## src/rtl/ram_slot_arbiter_if.sv

```systemverilog
// Bus bundle between the three SRAM requesters (CPU, video, MCU) and the slot arbiter.
interface ram_slot_arbiter_if #(
    parameter int ADDR_WIDTH = 17
);
    // Handshake: mcu_req_i is a level the master holds until the one-clock mcu_ack_o; the
    // arbiter samples mcu_addr_i/mcu_we_i at grant. CPU and video inputs have no ready side:
    // they are sampled at the start of their slot and completion is signalled by cpu_en_o /
    // vid_strobe_o.
    logic [ADDR_WIDTH-1:0] cpu_addr_i;
    logic                  cpu_we_i;
    logic                  vid_req_i;
    logic [ADDR_WIDTH-1:0] vid_addr_i;
    logic                  mcu_req_i;
    logic [ADDR_WIDTH-1:0] mcu_addr_i;
    logic                  mcu_we_i;
    logic [ADDR_WIDTH-1:0] ram_addr_o;
    logic                  ram_oe_n_o;
    logic                  ram_we_n_o;
    logic [1:0]            grant_o;
    logic                  cpu_en_o;
    logic                  vid_strobe_o;
    logic                  mcu_ack_o;

    modport master (
        output cpu_addr_i, cpu_we_i, vid_req_i, vid_addr_i, mcu_req_i, mcu_addr_i, mcu_we_i,
        input  ram_addr_o, ram_oe_n_o, ram_we_n_o, grant_o, cpu_en_o, vid_strobe_o, mcu_ack_o
    );

    modport slave (
        input  cpu_addr_i, cpu_we_i, vid_req_i, vid_addr_i, mcu_req_i, mcu_addr_i, mcu_we_i,
        output ram_addr_o, ram_oe_n_o, ram_we_n_o, grant_o, cpu_en_o, vid_strobe_o, mcu_ack_o
    );
endinterface

```

## src/rtl/ram_slot_arbiter.sv

```systemverilog
// Shared SRAM slot scheduler: four 4-clock slots per 16-clock CPU cycle (CPU, video, video, MCU),
// registered address/strobes and one-clock completion pulses per owner.
module ram_slot_arbiter #(
    parameter int ADDR_WIDTH        = 17,
    parameter bit MCU_USES_VID_SLOT = 1'b1
) (
    input logic               clk16_i,
    input logic               reset_n_i,
    ram_slot_arbiter_if.slave bus
);

    typedef enum logic [1:0] {
        OWN_IDLE = 2'd0,
        OWN_CPU  = 2'd1,
        OWN_VID  = 2'd2,
        OWN_MCU  = 2'd3
    } owner_e;

    logic [3:0]            cnt_q, cnt_d;
    logic                  run_q, run_d;
    owner_e                owner_q, owner_d;
    logic [ADDR_WIDTH-1:0] addr_q, addr_d;
    logic                  we_q, we_d;
    logic                  oe_n_q, oe_n_d;
    logic                  we_n_q, we_n_d;
    logic                  cpu_en_q, cpu_en_d;
    logic                  vid_strobe_q, vid_strobe_d;
    logic                  mcu_ack_q, mcu_ack_d;
    logic                  mcu_block_q, mcu_block_d;
    logic                  mcu_ok;
    logic                  access;
    logic                  done;

    always_comb begin
        // run_q is clear only out of reset, so the first edge lands on cnt=0 rather than 1.
        cnt_d        = run_q ? (cnt_q + 4'd1) : 4'd0;
        run_d        = 1'b1;
        owner_d      = owner_q;
        addr_d       = addr_q;
        we_d         = we_q;
        mcu_block_d  = mcu_block_q;
        mcu_ok       = bus.mcu_req_i & ~mcu_block_q;
        access       = 1'b0;
        done         = 1'b0;

        if (cnt_d[1:0] == 2'd0) begin
            // The block only covers the one decision right after an ack.
            mcu_block_d = 1'b0;
            owner_d     = OWN_IDLE;
            addr_d      = '0;
            we_d        = 1'b0;
            unique case (cnt_d[3:2])
                2'd0: begin
                    owner_d = OWN_CPU;
                    addr_d  = bus.cpu_addr_i;
                    we_d    = bus.cpu_we_i;
                end
                2'd1, 2'd2: begin
                    if (bus.vid_req_i) begin
                        owner_d = OWN_VID;
                        addr_d  = bus.vid_addr_i;
                    end else if (MCU_USES_VID_SLOT && mcu_ok) begin
                        owner_d = OWN_MCU;
                        addr_d  = bus.mcu_addr_i;
                        we_d    = bus.mcu_we_i;
                    end
                end
                default: begin
                    if (mcu_ok) begin
                        owner_d = OWN_MCU;
                        addr_d  = bus.mcu_addr_i;
                        we_d    = bus.mcu_we_i;
                    end
                end
            endcase
        end

        access = (owner_d != OWN_IDLE) && ((cnt_d[1:0] == 2'd1) || (cnt_d[1:0] == 2'd2));
        done   = (cnt_d[1:0] == 2'd3);

        oe_n_d       = ~(access & ~we_d);
        we_n_d       = ~(access & we_d);
        cpu_en_d     = done && (owner_d == OWN_CPU);
        vid_strobe_d = done && (owner_d == OWN_VID);
        mcu_ack_d    = done && (owner_d == OWN_MCU);

        if (mcu_ack_d) begin
            mcu_block_d = 1'b1;
        end
    end

    always_ff @(posedge clk16_i or negedge reset_n_i) begin
        if (!reset_n_i) begin
            cnt_q        <= 4'd0;
            run_q        <= 1'b0;
            owner_q      <= OWN_IDLE;
            addr_q       <= '0;
            we_q         <= 1'b0;
            oe_n_q       <= 1'b1;
            we_n_q       <= 1'b1;
            cpu_en_q     <= 1'b0;
            vid_strobe_q <= 1'b0;
            mcu_ack_q    <= 1'b0;
            mcu_block_q  <= 1'b0;
        end else begin
            cnt_q        <= cnt_d;
            run_q        <= run_d;
            owner_q      <= owner_d;
            addr_q       <= addr_d;
            we_q         <= we_d;
            oe_n_q       <= oe_n_d;
            we_n_q       <= we_n_d;
            cpu_en_q     <= cpu_en_d;
            vid_strobe_q <= vid_strobe_d;
            mcu_ack_q    <= mcu_ack_d;
            mcu_block_q  <= mcu_block_d;
        end
    end

    assign bus.ram_addr_o   = addr_q;
    assign bus.ram_oe_n_o   = oe_n_q;
    assign bus.ram_we_n_o   = we_n_q;
    assign bus.grant_o      = owner_q;
    assign bus.cpu_en_o     = cpu_en_q;
    assign bus.vid_strobe_o = vid_strobe_q;
    assign bus.mcu_ack_o    = mcu_ack_q;

endmodule

```

## src/flat_wrapper.sv

```systemverilog
// flat-port wrapper written by rule: the top's interface ports become plain ports
module ram_slot_arbiter_flat 
#(
    parameter int ADDR_WIDTH        = 17,
    parameter bit MCU_USES_VID_SLOT = 1'b1
)
  (clk16_i, reset_n_i, bus_cpu_addr_i, bus_cpu_we_i, bus_vid_req_i, bus_vid_addr_i, bus_mcu_req_i, bus_mcu_addr_i, bus_mcu_we_i, bus_ram_addr_o, bus_ram_oe_n_o, bus_ram_we_n_o, bus_grant_o, bus_cpu_en_o, bus_vid_strobe_o, bus_mcu_ack_o);
  ram_slot_arbiter_if #(.ADDR_WIDTH(ADDR_WIDTH)) bus_i ();
  input logic clk16_i;
  input logic reset_n_i;
  input wire logic [$bits(bus_i.cpu_addr_i)-1:0] bus_cpu_addr_i;
  input wire logic [$bits(bus_i.cpu_we_i)-1:0] bus_cpu_we_i;
  input wire logic [$bits(bus_i.vid_req_i)-1:0] bus_vid_req_i;
  input wire logic [$bits(bus_i.vid_addr_i)-1:0] bus_vid_addr_i;
  input wire logic [$bits(bus_i.mcu_req_i)-1:0] bus_mcu_req_i;
  input wire logic [$bits(bus_i.mcu_addr_i)-1:0] bus_mcu_addr_i;
  input wire logic [$bits(bus_i.mcu_we_i)-1:0] bus_mcu_we_i;
  output wire logic [$bits(bus_i.ram_addr_o)-1:0] bus_ram_addr_o;
  output wire logic [$bits(bus_i.ram_oe_n_o)-1:0] bus_ram_oe_n_o;
  output wire logic [$bits(bus_i.ram_we_n_o)-1:0] bus_ram_we_n_o;
  output wire logic [$bits(bus_i.grant_o)-1:0] bus_grant_o;
  output wire logic [$bits(bus_i.cpu_en_o)-1:0] bus_cpu_en_o;
  output wire logic [$bits(bus_i.vid_strobe_o)-1:0] bus_vid_strobe_o;
  output wire logic [$bits(bus_i.mcu_ack_o)-1:0] bus_mcu_ack_o;
  assign bus_i.cpu_addr_i = bus_cpu_addr_i;
  assign bus_i.cpu_we_i = bus_cpu_we_i;
  assign bus_i.vid_req_i = bus_vid_req_i;
  assign bus_i.vid_addr_i = bus_vid_addr_i;
  assign bus_i.mcu_req_i = bus_mcu_req_i;
  assign bus_i.mcu_addr_i = bus_mcu_addr_i;
  assign bus_i.mcu_we_i = bus_mcu_we_i;
  assign bus_ram_addr_o = bus_i.ram_addr_o;
  assign bus_ram_oe_n_o = bus_i.ram_oe_n_o;
  assign bus_ram_we_n_o = bus_i.ram_we_n_o;
  assign bus_grant_o = bus_i.grant_o;
  assign bus_cpu_en_o = bus_i.cpu_en_o;
  assign bus_vid_strobe_o = bus_i.vid_strobe_o;
  assign bus_mcu_ack_o = bus_i.mcu_ack_o;
  ram_slot_arbiter #(.ADDR_WIDTH(ADDR_WIDTH), .MCU_USES_VID_SLOT(MCU_USES_VID_SLOT)) u_core (.clk16_i(clk16_i), .reset_n_i(reset_n_i), .bus(bus_i));
endmodule
```

## config.mk

```make
export PLATFORM = sky130hd
export DESIGN_NAME = ram_slot_arbiter_flat
export DESIGN_NICKNAME = d
export VERILOG_FILES = /design/src/rtl/ram_slot_arbiter_if.sv /design/src/rtl/ram_slot_arbiter.sv /design/src/flat_wrapper.sv
export SDC_FILE = /design/constraint.sdc
export NUM_CORES = 1
export LEC_CHECK = 0
export ABC_AREA = 0
export CAP_MARGIN = 20
export CORE_AREA = 10 10 84 65
export DETAILED_ROUTE_END_ITERATION = 7
export DIE_AREA = 0 0 94 75
export PLACE_DENSITY = 0.82
export SLEW_MARGIN = 30
export SYNTH_ARGS = -nofsm -noshare
export SYNTH_HDL_FRONTEND = slang
export SYNTH_SLANG_ARGS = --single-unit
```

## constraint.sdc

```tcl
create_clock -name clk16_i -period 5.4 [get_ports clk16_i]
set_clock_uncertainty 0.05 [all_clocks]
set_input_delay 1.08 -clock clk16_i [delete_from_list [all_inputs] [get_ports clk16_i]]
set_output_delay 1.08 -clock clk16_i [all_outputs]
set_load 0.005 [all_outputs]
```

==> metrics.yaml <==
critical_path:
  cp_max_fo: 18
  required_ns: 5.58
  critPathArrivalTime_ns: 2.76
  critPathCaptureType: "flip-flop"
  worstSetupPathType: "in -> reg"
  cp-start-kind: "input pin"
power:
  power.density_nw_per_um2: 285.9
  power_leakage_uw: 0.001043
  irDropWorstVdd_mv: 0.2384
global_route:
  gr-usage-all-layers: 0.1455
  overflow: 0
  antenna_found_initial: 0
  grt_pass1_vias: 1519
  grt_max_degree: 32
  grt_first_pass_wirelength_mm: 7.907
sta:
  drv_slew: 0
  worstMarginPinSlew_ns: 0.9042
  finalCriticalPeriod_ns: 2.583
  post-route-period-util: 0.4783
  final-setup-viol-count: 0
  relSlewSlack: 0.3972
  fmaxAchievable_mhz: 387.1
  hold_viol_final: 0
  rsz0062_at_grt: "false"
  fin_setup_tns_ns: 0
synth:
  syn_nets: 212
  syn-mean-instance-area_um2: 10.44
  ys_types: 30
  synthCells: 150
  synthFlopType: "dfrtp_1"
  async_flop_share: 1.000
  ys_seq_elements: 31
  yosys_warnings: 0
  syn_area_um2: 1565
  synth_edf_count: 0
  yosysSeqAreaShare: 0.4972
finish:
  fin_area_um2: 2511
  drive_gt1_frac: 0.1255
  area_delta_synth_final_pct: 60.43
  mostFrequentLayoutCells: "clkdlybuf4s50_1, dfrtp_1, nand2_1"
  n_antenna_cell: 0
  nNetsFinal: 292
  layout_commonest_cell: "clkdlybuf4s50_1"
floorplan:
  coreArea_um2: 3804
  dieArea_um2: 7050
  die_width_um: 94
  fp-row-count: 19
  ios: 81
  start_util: 0.4115
  die_y_um: 75
clock_network:
  cts_hold_buf: 0
  numCtsBuffers: 5
  cts_sinks: 31
  root_buffer: "clkbuf_8"
  clockBufferDepth: 2
  clk_pin_slew_ns: 0.07
  cts-resized-gates: 0
  htree_levels: 2
  cts_tree: "done"
  postCtsSetupRepairBufs: 0
  clock_latency_ns: 0.29
routing:
  routed.top_layer: "met4"
  drt_pass1_iterations: 4
  wl_met2_mm: 2.163
  post_drt_wl_per_cell_um: 17.22
  dr_wl_met3_um: 543
  viasPerCell: 4.993
  drc_errors: 0
  vias: 1413
  met1_length_mm: 2.091
  wirelength_mm: 4.873
  drt_iter0_drc: 63
  ant_nets: 0
outcome:
  status: "completed"
run:
  drv_cap: 0
placed_design:
  hpwl_mm: 3.786
  place_congestion: 0.7596
  portBuffers: 80
  placed_area_um2: 2394
hold_path:
  hold_path.class: "reg -> reg"
## synth_stat cells (all sizes together) (2+ instances only)
library cell,number,share of area
inv,8,0.019
xor2,2,0.011
nand2b,3,0.017
nor2,18,0.043
dfrtp,29,0.46
nand2,20,0.048
nor2b,2,0.0080
a221oi,17,0.14
o211ai,2,0.0096
buf,9,0.038
a21oi,18,0.058
dfstp,2,0.034
and3,4,0.016
ha,5,0.040
## worst paths after layout
check | from | to | depth (start not counted) | slack [ns]
max | bus_mcu_req_i | u_core.mcu_block_q | 6 | 2.82
min | u_core.mcu_block_q | u_core.mcu_block_q | 1 | 0.46
max reg2reg | u_core.cnt_q[0] | u_core.bus.ram_addr_o[0] | 9 | 2.86
min reg2reg | u_core.mcu_block_q | u_core.mcu_block_q | 1 | 0.46
max in group asynchronous | reset_n_i | u_core.bus.ram_oe_n_o | 2 | 3.85
min in group asynchronous | reset_n_i | u_core.cnt_q[1] | 2 | 1.13
## power by group
part	internal, uW	switching [uW]	total (uW)
Clock	149	88.6	238
Sequential	267	17.4	284
Combinational	116	80.0	196
Total	532	186	718
## layout make-up
type	instances	area, um2
fillers	329	1292
repair buffers	82	815.8
flip-flops and latches	31	778.2
multi-input cells	102	704.4
clock buffers	6	82.58
well taps	52	65.06
clock inverters	2	35.03
inverters	8	30.03
## routing by layer
layer  global-route usage  up-vias
met5                    0        -
met4              0.06555        0
met3              0.06653        7
met2               0.2204       59
met1               0.1748      654
li1                     -      693
## metrics by stage
stage          total power, uW    util  hold slack (ns)  setup WS, ns  std cells
6_report                 717.9  0.6602           0.4623         2.817        283
5_1_grt                  755.8  0.6602           0.5062         2.682        283
4_1_cts                  723.4  0.6602           0.4579         2.805        283
3_5_place_dp             486.4  0.6293           0.4393         2.494        275
3_3_place_gp             481.1  0.6280           0.4428         2.561        275
2_1_floorplan            358.5       -           0.4061         3.304        150
## cell families (layout without fill, tap and decap cells)
kind of cell / count (synthesis) / in the layout / share of synthesized area
fa+ha+maj: 5 / 5 / 0.03997
flops: 31 / 31 / 0.4972
other cells: 1 / 1 / 0.002396
simple gates: 50 / 50 / 0.1431
buf+inv: 17 / 98 / 0.05756
compound gates: 44 / 44 / 0.2486
xor+xnor: 2 / 2 / 0.01119
## sequential cells by signal, indices dropped and copies added, names as in the netlist
signal and cells:
u_core.bus.ram_addr_o 17, u_core.bus.cpu_en_o 1, u_core.bus.ram_we_n_o 1, u_core.bus.grant_o 2, u_core.we_q 1, u_core.bus.vid_strobe_o 1, u_core.cnt_q 4, u_core.bus.ram_oe_n_o 1
u_core.mcu_block_q 1, u_core.bus.mcu_ack_o 1, u_core.run_q 1
## worst max-delay path, cell delays in order
cell             delay (ns)
clkdlybuf4s50_1        0.45
and2b_1                0.16
o21a_1                 0.61
o22ai_4                0.17
inv_2                  0.13
a32o_1                 0.16
(Power assumes the default switching activity.)
